**src/rtl/counter_pkg.sv**
```systemverilog
// Shared counter types and the next-count helper, used by updown_counter and future timers.
package counter_pkg;

    typedef enum logic {
        DIR_DOWN = 1'b0,
        DIR_UP   = 1'b1
    } dir_e;

    typedef enum logic {
        MODE_WRAP = 1'b0,
        MODE_SAT  = 1'b1
    } mode_e;

    typedef struct packed {
        logic [31:0] value;
        logic        wrap;
    } count_res_t;

    // Values are carried in 32 bits so any WIDTH up to 32 can share this helper.
    function automatic count_res_t next_count(input logic [31:0] value,
                                              input logic [31:0] max,
                                              input dir_e        up,
                                              input mode_e       sat);
        count_res_t res;
        res.value = value;
        res.wrap  = 1'b0;
        if (up == DIR_UP) begin
            if (value >= max) begin
                if (sat == MODE_SAT) begin
                    res.value = max;
                end else begin
                    res.value = '0;
                    res.wrap  = 1'b1;
                end
            end else begin
                res.value = value + 32'd1;
            end
        end else begin
            if (value == '0) begin
                if (sat == MODE_SAT) begin
                    res.value = '0;
                end else begin
                    res.value = max;
                    res.wrap  = 1'b1;
                end
            end else begin
                res.value = value - 32'd1;
            end
        end
        return res;
    endfunction

endpackage

```
**src/rtl/counter_prescaler.sv**
```systemverilog
// Enable divider: passes one enabled cycle out of every PRESCALE enabled cycles.
module counter_prescaler #(
    parameter int unsigned PRESCALE = 4
) (
    input  logic clock_i,
    input  logic reset_i,
    input  logic clear_i,
    input  logic enable_i,
    output logic step_o
);

    localparam int unsigned PW = (PRESCALE > 1) ? $clog2(PRESCALE) : 1;
    localparam logic [PW-1:0] LAST = PW'(PRESCALE - 1);

    logic [PW-1:0] count_q, count_d;

    always_comb begin
        count_d = count_q;
        step_o  = 1'b0;
        if (clear_i) begin
            count_d = '0;
        end else if (enable_i) begin
            if (count_q == LAST) begin
                count_d = '0;
                step_o  = 1'b1;
            end else begin
                count_d = count_q + 1'b1;
            end
        end
    end

    always_ff @(posedge clock_i) begin
        if (reset_i) begin
            count_q <= '0;
        end else begin
            count_q <= count_d;
        end
    end

endmodule

```
**src/rtl/updown_counter.sv**
```systemverilog
// Up/down modulo counter with load, wrap/saturate, tc pulse and sticky overflow.
// Define UPDOWN_COUNTER_PRESCALER_EN to add the PRESCALE enable divider and tick output.
module updown_counter
    import counter_pkg::*;
#(
    parameter int unsigned       WIDTH     = 8,
    parameter logic [WIDTH-1:0]  MAX_COUNT = '1
`ifdef UPDOWN_COUNTER_PRESCALER_EN
    ,
    parameter int unsigned       PRESCALE  = 4
`endif
) (
    input  logic             clock,
    input  logic             reset,
    input  logic             enable,
    input  logic             up,
    input  logic             saturate,
    input  logic             load,
    input  logic [WIDTH-1:0] load_value,
    input  logic             clear_flag,
`ifdef UPDOWN_COUNTER_PRESCALER_EN
    output logic             tick,
`endif
    output logic [WIDTH-1:0] out,
    output logic             tc,
    output logic             overflow
);

    logic [WIDTH-1:0] out_q, out_d;
    logic             tc_q, tc_d;
    logic             ovf_q, ovf_d;
    logic             step;
    count_res_t       step_res;
    logic             unused_hi;

`ifdef UPDOWN_COUNTER_PRESCALER_EN
    logic tick_q, tick_d;

    counter_prescaler #(
        .PRESCALE (PRESCALE)
    ) u_prescaler (
        .clock_i  (clock),
        .reset_i  (reset),
        .clear_i  (load),
        .enable_i (enable),
        .step_o   (step)
    );

    always_comb tick_d = step && !load;

    always_ff @(posedge clock) begin
        if (reset) tick_q <= 1'b0;
        else       tick_q <= tick_d;
    end

    assign tick = tick_q;
`else
    assign step = enable;
`endif

    // Upper helper bits are always zero for WIDTH < 32.
    assign unused_hi = ^step_res.value;

    always_comb begin
        step_res = next_count(32'(out_q), 32'(MAX_COUNT), dir_e'(up), mode_e'(saturate));
        out_d    = out_q;
        tc_d     = 1'b0;
        ovf_d    = ovf_q;
        if (clear_flag) ovf_d = 1'b0;
        if (load) begin
            out_d = (load_value > MAX_COUNT) ? MAX_COUNT : load_value;
        end else if (step) begin
            out_d = step_res.value[WIDTH-1:0];
            tc_d  = up ? (out_q == MAX_COUNT) : (out_q == '0);
            if (step_res.wrap) ovf_d = 1'b1;
        end
    end

    always_ff @(posedge clock) begin
        if (reset) begin
            out_q <= '0;
            tc_q  <= 1'b0;
            ovf_q <= 1'b0;
        end else begin
            out_q <= out_d;
            tc_q  <= tc_d;
            ovf_q <= ovf_d;
        end
    end

    assign out      = out_q;
    assign tc       = tc_q;
    assign overflow = ovf_q;

endmodule

```
**config.mk**
```make
export PLATFORM = sky130hd
export DESIGN_NAME = updown_counter
export DESIGN_NICKNAME = d
export VERILOG_FILES = /design/src/rtl/counter_pkg.sv /design/src/rtl/counter_prescaler.sv /design/src/rtl/updown_counter.sv
export SDC_FILE = /design/constraint.sdc
export NUM_CORES = 1
export LEC_CHECK = 0
export ABC_AREA = 1
export BUFFER_PORTS_ARGS = -buffer_cell sky130_fd_sc_hd__buf_2
export CAP_MARGIN = 40
export CORE_ASPECT_RATIO = 1.4
export CORE_MARGIN = 1
export CORE_UTILIZATION = 47
export CTS_CLUSTER_DIAMETER = 50
export DETAILED_ROUTE_END_ITERATION = 16
export GPL_TIMING_DRIVEN = 1
export PLACE_DENSITY = 0.72
export SYNTH_ARGS = -nofsm -noshare
export SYNTH_HDL_FRONTEND = slang
export SYNTH_HIERARCHICAL = 1
export SYNTH_SLANG_ARGS = --single-unit
```
**constraint.sdc**
```tcl
create_clock -name clock -period 1.3 [get_ports clock]
set_input_delay 0.195 -clock clock [delete_from_list [all_inputs] [get_ports clock]]
set_output_delay 0.195 -clock clock [all_outputs]
set_load 0.02 [all_outputs]
```
After elaboration in Yosys (flattened, before gate mapping)
Cells that the tools add are included.
{"block": "op_classes", "n_addsub": 2, "order_cmp": 2, "n_eq_ne": 1, "muxes": 16, "bitwise": 1, "reduce_logical": 3}
{"op": "2-to-1 mux 8 bit", "n": 7}
{"op": "2-to-1 mux 9 bit", "n": 1}
{"op": "adder 8 x 1 -> 8 bit (second input constant)", "n": 1}
{"op": "== test 8 bit (second input constant)", "n": 1}
{"op": ">= comparator 8 bit (second input constant)", "n": 1}
{"op": "> comparator 8 bit (second input constant)", "n": 1}
{"op": "zero test 8 bit", "n": 1}
{"op": "2-to-1 mux 1 bit", "n": 8}
{"op": "subtractor 8 x 1 -> 8 bit (second input constant)", "n": 1}
{"op": "OR reduction 3 bit", "n": 1}
{"op": "nonzero test 2 bit", "n": 1}
{"op": "inverter 1 bit", "n": 1}
{"block": "word_totals", "regBits": 10, "input_bits": 15, "output_inout_bits": 10, "elab_cells": 28}

Logic depth before layout (Yosys ltp)
{"block": "depth", "depth_word": 6, "mapped_depth": 10, "ltp_nobuf": 10}

Worst setup path before layout
OpenSTA, ideal clock, no wires.
{"block": "synth_timing", "kind": "register to register", "startpoint": "register out_q[0] (netlist: out[0])", "endpoint": "register out_q[4] (netlist: out[4])", "setup_ns": 0.119, "t_arrival_ns": 1.370, "required_ns": 1.181, "setup_slack_ns": -0.189, "path_stages_with_launch": 11, "path_buffers": 0, "period_less_slack_ns": 1.489, "path_cell_list": "dfxtp_1 > inv_1 > ha_1 > inv_1 > nor2_1 > nand2_1 > nand3_1 > nand2_1 > nand2_1 > o21ai_1 > a21oi_1"}
{"block": "synth_via", "elab_chain_cells": 5, "word_cells_on_any_way": 9, "cone_classes": "2 x add/sub; 1 x order compare; 5 x mux; 1 x reduce/logical"}
{"item": "start, declared", "line": "updown_counter.sv:29", "text": "logic [WIDTH-1:0] out_q, out_d;"}
{"item": "start signal, assigned", "line": "updown_counter.sv:85", "text": "out_q <= out_d;"}
{"item": "subtractor 8 x 1 -> 8 bit (tied with other cells)", "line": "counter_pkg.sv:47", "text": "res.value = value - 32'd1;"}
{"item": "2-to-1 mux 8 bit (on tied branches)", "line": "counter_pkg.sv:39, counter_pkg.sv:28"}
{"item": "2-to-1 mux 9 bit *", "line": "counter_pkg.sv:27", "text": "if (up == DIR_UP) begin"}
{"item": "2-to-1 mux 8 bit *", "line": "updown_counter.sv:72", "text": "end else if (step) begin"}
{"item": "2-to-1 mux 8 bit *", "line": "updown_counter.sv:70", "text": "if (load) begin"}
Mark *: on every way between the ends. The rest lies on a longest branch, timed or not. The select of a mux whose other input is x is not followed.
A chain may end at the register's enable or synchronous reset.

Worst setup path in the final report
Ends and elaborated chain as after synthesis.

==> flow_summary.yaml <==
worst_hold_path:
  hold_class: "input port to flop"
  hp-start: "clear_flag"
critical_path:
  timing.rr.start: "out[0]"
  r2r_end: "out[4]"
  crit_required_ns: 1.48
  crit_path_end: "out[4]"
  r2r.worst_path.cells: 9
  crit_arrival_ns: 1.57
  path_class: "flop to flop"
  path_max_fanout: 3
  crit_path_start: "out[0]"
  r2r_slack_ns: -0.09
  critPathCaptureType: "flop"
  start_kind: "flop"
power_and_ir_drop:
  ir_drop_mv: 0.6333
  p_leak_nw: 0.6767
  power_density_nw_per_um2: 839.0
  total_power_w: 0.001151
placement:
  gp_congestion: 0.9040
  dp_hpwl_um: 2270
  port_buffers: 24
routing:
  routed_wl_um: 3231
  route.detailed.drc: 0
  drt-pass1-iter-count: 4
  drt_iter0_drc: 50
  vias: 1237
  vias_per_cell: 5.648
  wl_per_cell_um: 14.75
  ant_nets: 0
logic_synthesis:
  ys_warn_count: 6
  synthTopCellsByArea: "dfxtp_1 (20%), nand2_1 (18%), inv_1 (6.9%)"
  synth_top_area_frac: 0.2041
  synth_cells: 160
  ys_types: 24
  synth.net_count: 178
  ys_ff_latch: 10
  synth_top_cell_by_area: "dfxtp_1"
  ys_seq_area_frac: 0.2041
  syn_avg_cell_area_um2: 6.131
  synth_area_um2: 980.9
timing:
  finClkSkew_ns: 0.001810
  grt_setup_unrepaired: "yes"
  setup_tns_ns: -0.4426
  setup_viol: 9
  fin_ws_ns: -0.09117
  fin_crit_sh: 1.070
  worstMarginPinSlew_ns: 0.4306
  hold_viol: 0
  slew_headroom: 0.7119
  max_freq_mhz: 718.8
  whs_ns: 0.07271
  period_needed_ns: 1.391
  finalMaxSlewViolations: 0
clocking:
  clk_latency_ns: 0.29
  htree_num_levels: 1
  cts_hold_buf: 0
  cts_buffer_depth: 2
  cts_tree: "yes"
  clock_sinks: 10
  numCtsBuffers: 3
  path_clk_slew_ns: 0.07
  root_buffer: "clkbuf_4"
finish:
  layout-drive-gt1-share: 0.4697
  syn_to_final_growth_pct: 39.80
  diodes: 0
  layout.nets: 218
global_routing:
  grt_pass1_vias: 1262
  grtUsageTotal: 0.3253
  grt_pass1_wl_um: 5112
  overflow: 0
  antenna_found_initial: 0
  grt_max_degree: 10
die:
  die_x_um: 40.61
  core_area_um2: 1973
  die-area_um2: 2276
  rows: 19
  pin_count: 25
  die_h_um: 56.06
  initial_core_util: 0.4971
outcome:
  violations: "negative setup slack"
  status: "complete, but fails checks"
run:
  drv_cap: 0
==> sequential cells by signal, summed over array words and instances (netlist names) <==
signal and cells:
overflow 1, out 8, tc 1
==> cell usage in the layout (no fill, tap or decap), types with 4 or more instances in the layout <==
cell and instances:
buf_2 24, nor2_1 12, nand4_1 4, nand2_1 43, nand3_2 5, buf_4 15, a21oi_2 5, dfxtp_2 4
o21ai_1 7, nor2_2 7, nor2_4 5, o21ai_2 4, a21oi_1 5, nand2_2 4, nand3_1 8, inv_1 15
inv_2 5
==> where the power goes <==
group / switching (W) / leakage (nW) / internal (W)
Combinational: 0.000313 / 0.577 / 0.000217
Sequential: 0.0000457 / 0.0856 / 0.000332
Clock: 0.000135 / 0.0138 / 0.000108
Total: 0.000494 / 0.677 / 0.000656
==> critical path: stages, from the launching register on <==
cell and delay, ns:
dfxtp_4 0.37, inv_2 0.10, ha_2 0.20, inv_2 0.05
o21ai_2 0.13, nand3_1 0.11, nand2_1 0.08, nand2_1 0.05
o21ai_1 0.12, a21oi_1 0.07
==> stage by stage <==
stage	std cells	area, um2	utilization	setup WS (ns)
floorplan	160	996.0	-	-0.001160
global placement	212	1190	0.6030	-0.07878
detailed placement	212	1190	0.6030	-0.1268
CTS	217	1286	0.6519	-0.05441
global route	219	1371	0.6950	-0.1695
finish	219	1371	0.6950	-0.09117
==> cell families after synthesis <==
kind of cell | count (synthesis) | share of synthesized area
and+or+nand+nor | 93 | 0.4656
AOI/OAI and AO/OA | 28 | 0.1658
buffers and inverters | 25 | 0.1173
DFF | 10 | 0.2041
adders and majority gates | 3 | 0.03827
xor gates and xnor gates | 1 | 0.008930
==> final cells by class <==
| class | instances | area [um2] |
|---|---|---|
| Fill cell | 173 | 601.8 |
| Inverter | 20 | 75.07 |
| Clock buffer | 3 | 22.52 |
| Timing Repair Buffer | 40 | 244.0 |
| Sequential cell | 10 | 216.5 |
| Tap cell | 21 | 26.28 |
| Multi-Input combinational cell | 125 | 787.0 |
==> synthesized netlist by cell type (all sizes together) <==
cell	count
nand2	49
nor2	25
inv	20
nand3	15
o21ai	13
a21oi	10
dfxtp	10
buf	5
nand4	4
a22oi	3
ha	3
o221ai	2
xor2	1
==> worst min-delay path by stage <==
stage               end  depth (start not counted)
6_report       overflow                          2
5_1_grt        overflow                          2
4_1_cts        overflow                          2
3_5_place_dp   overflow                          2
3_3_place_gp   overflow                          2
2_1_floorplan    out[2]                          1
==> routing by layer <==
layer | wire length (um) | track usage | part of all wire | up-vias
met5 | 0 | 0 | 0 | -
met2 | 1794 | 0.5442 | 0.56 | 53
li1 | - | - | - | 598
met1 | 1157 | 0.3192 | 0.36 | 575
met3 | 194 | 0.1040 | 0.060 | 11
met4 | 85 | 0.1905 | 0.026 | 0
==> what timing repair did <==
item                                    in CTS  in global routing
pin swaps                                   11                 16
resized for setup                           14                 23
buffers inserted                             2                  2
endpoints found under the setup margin       9                  9
No activity file was read; power rests on OpenSTA's default activity.
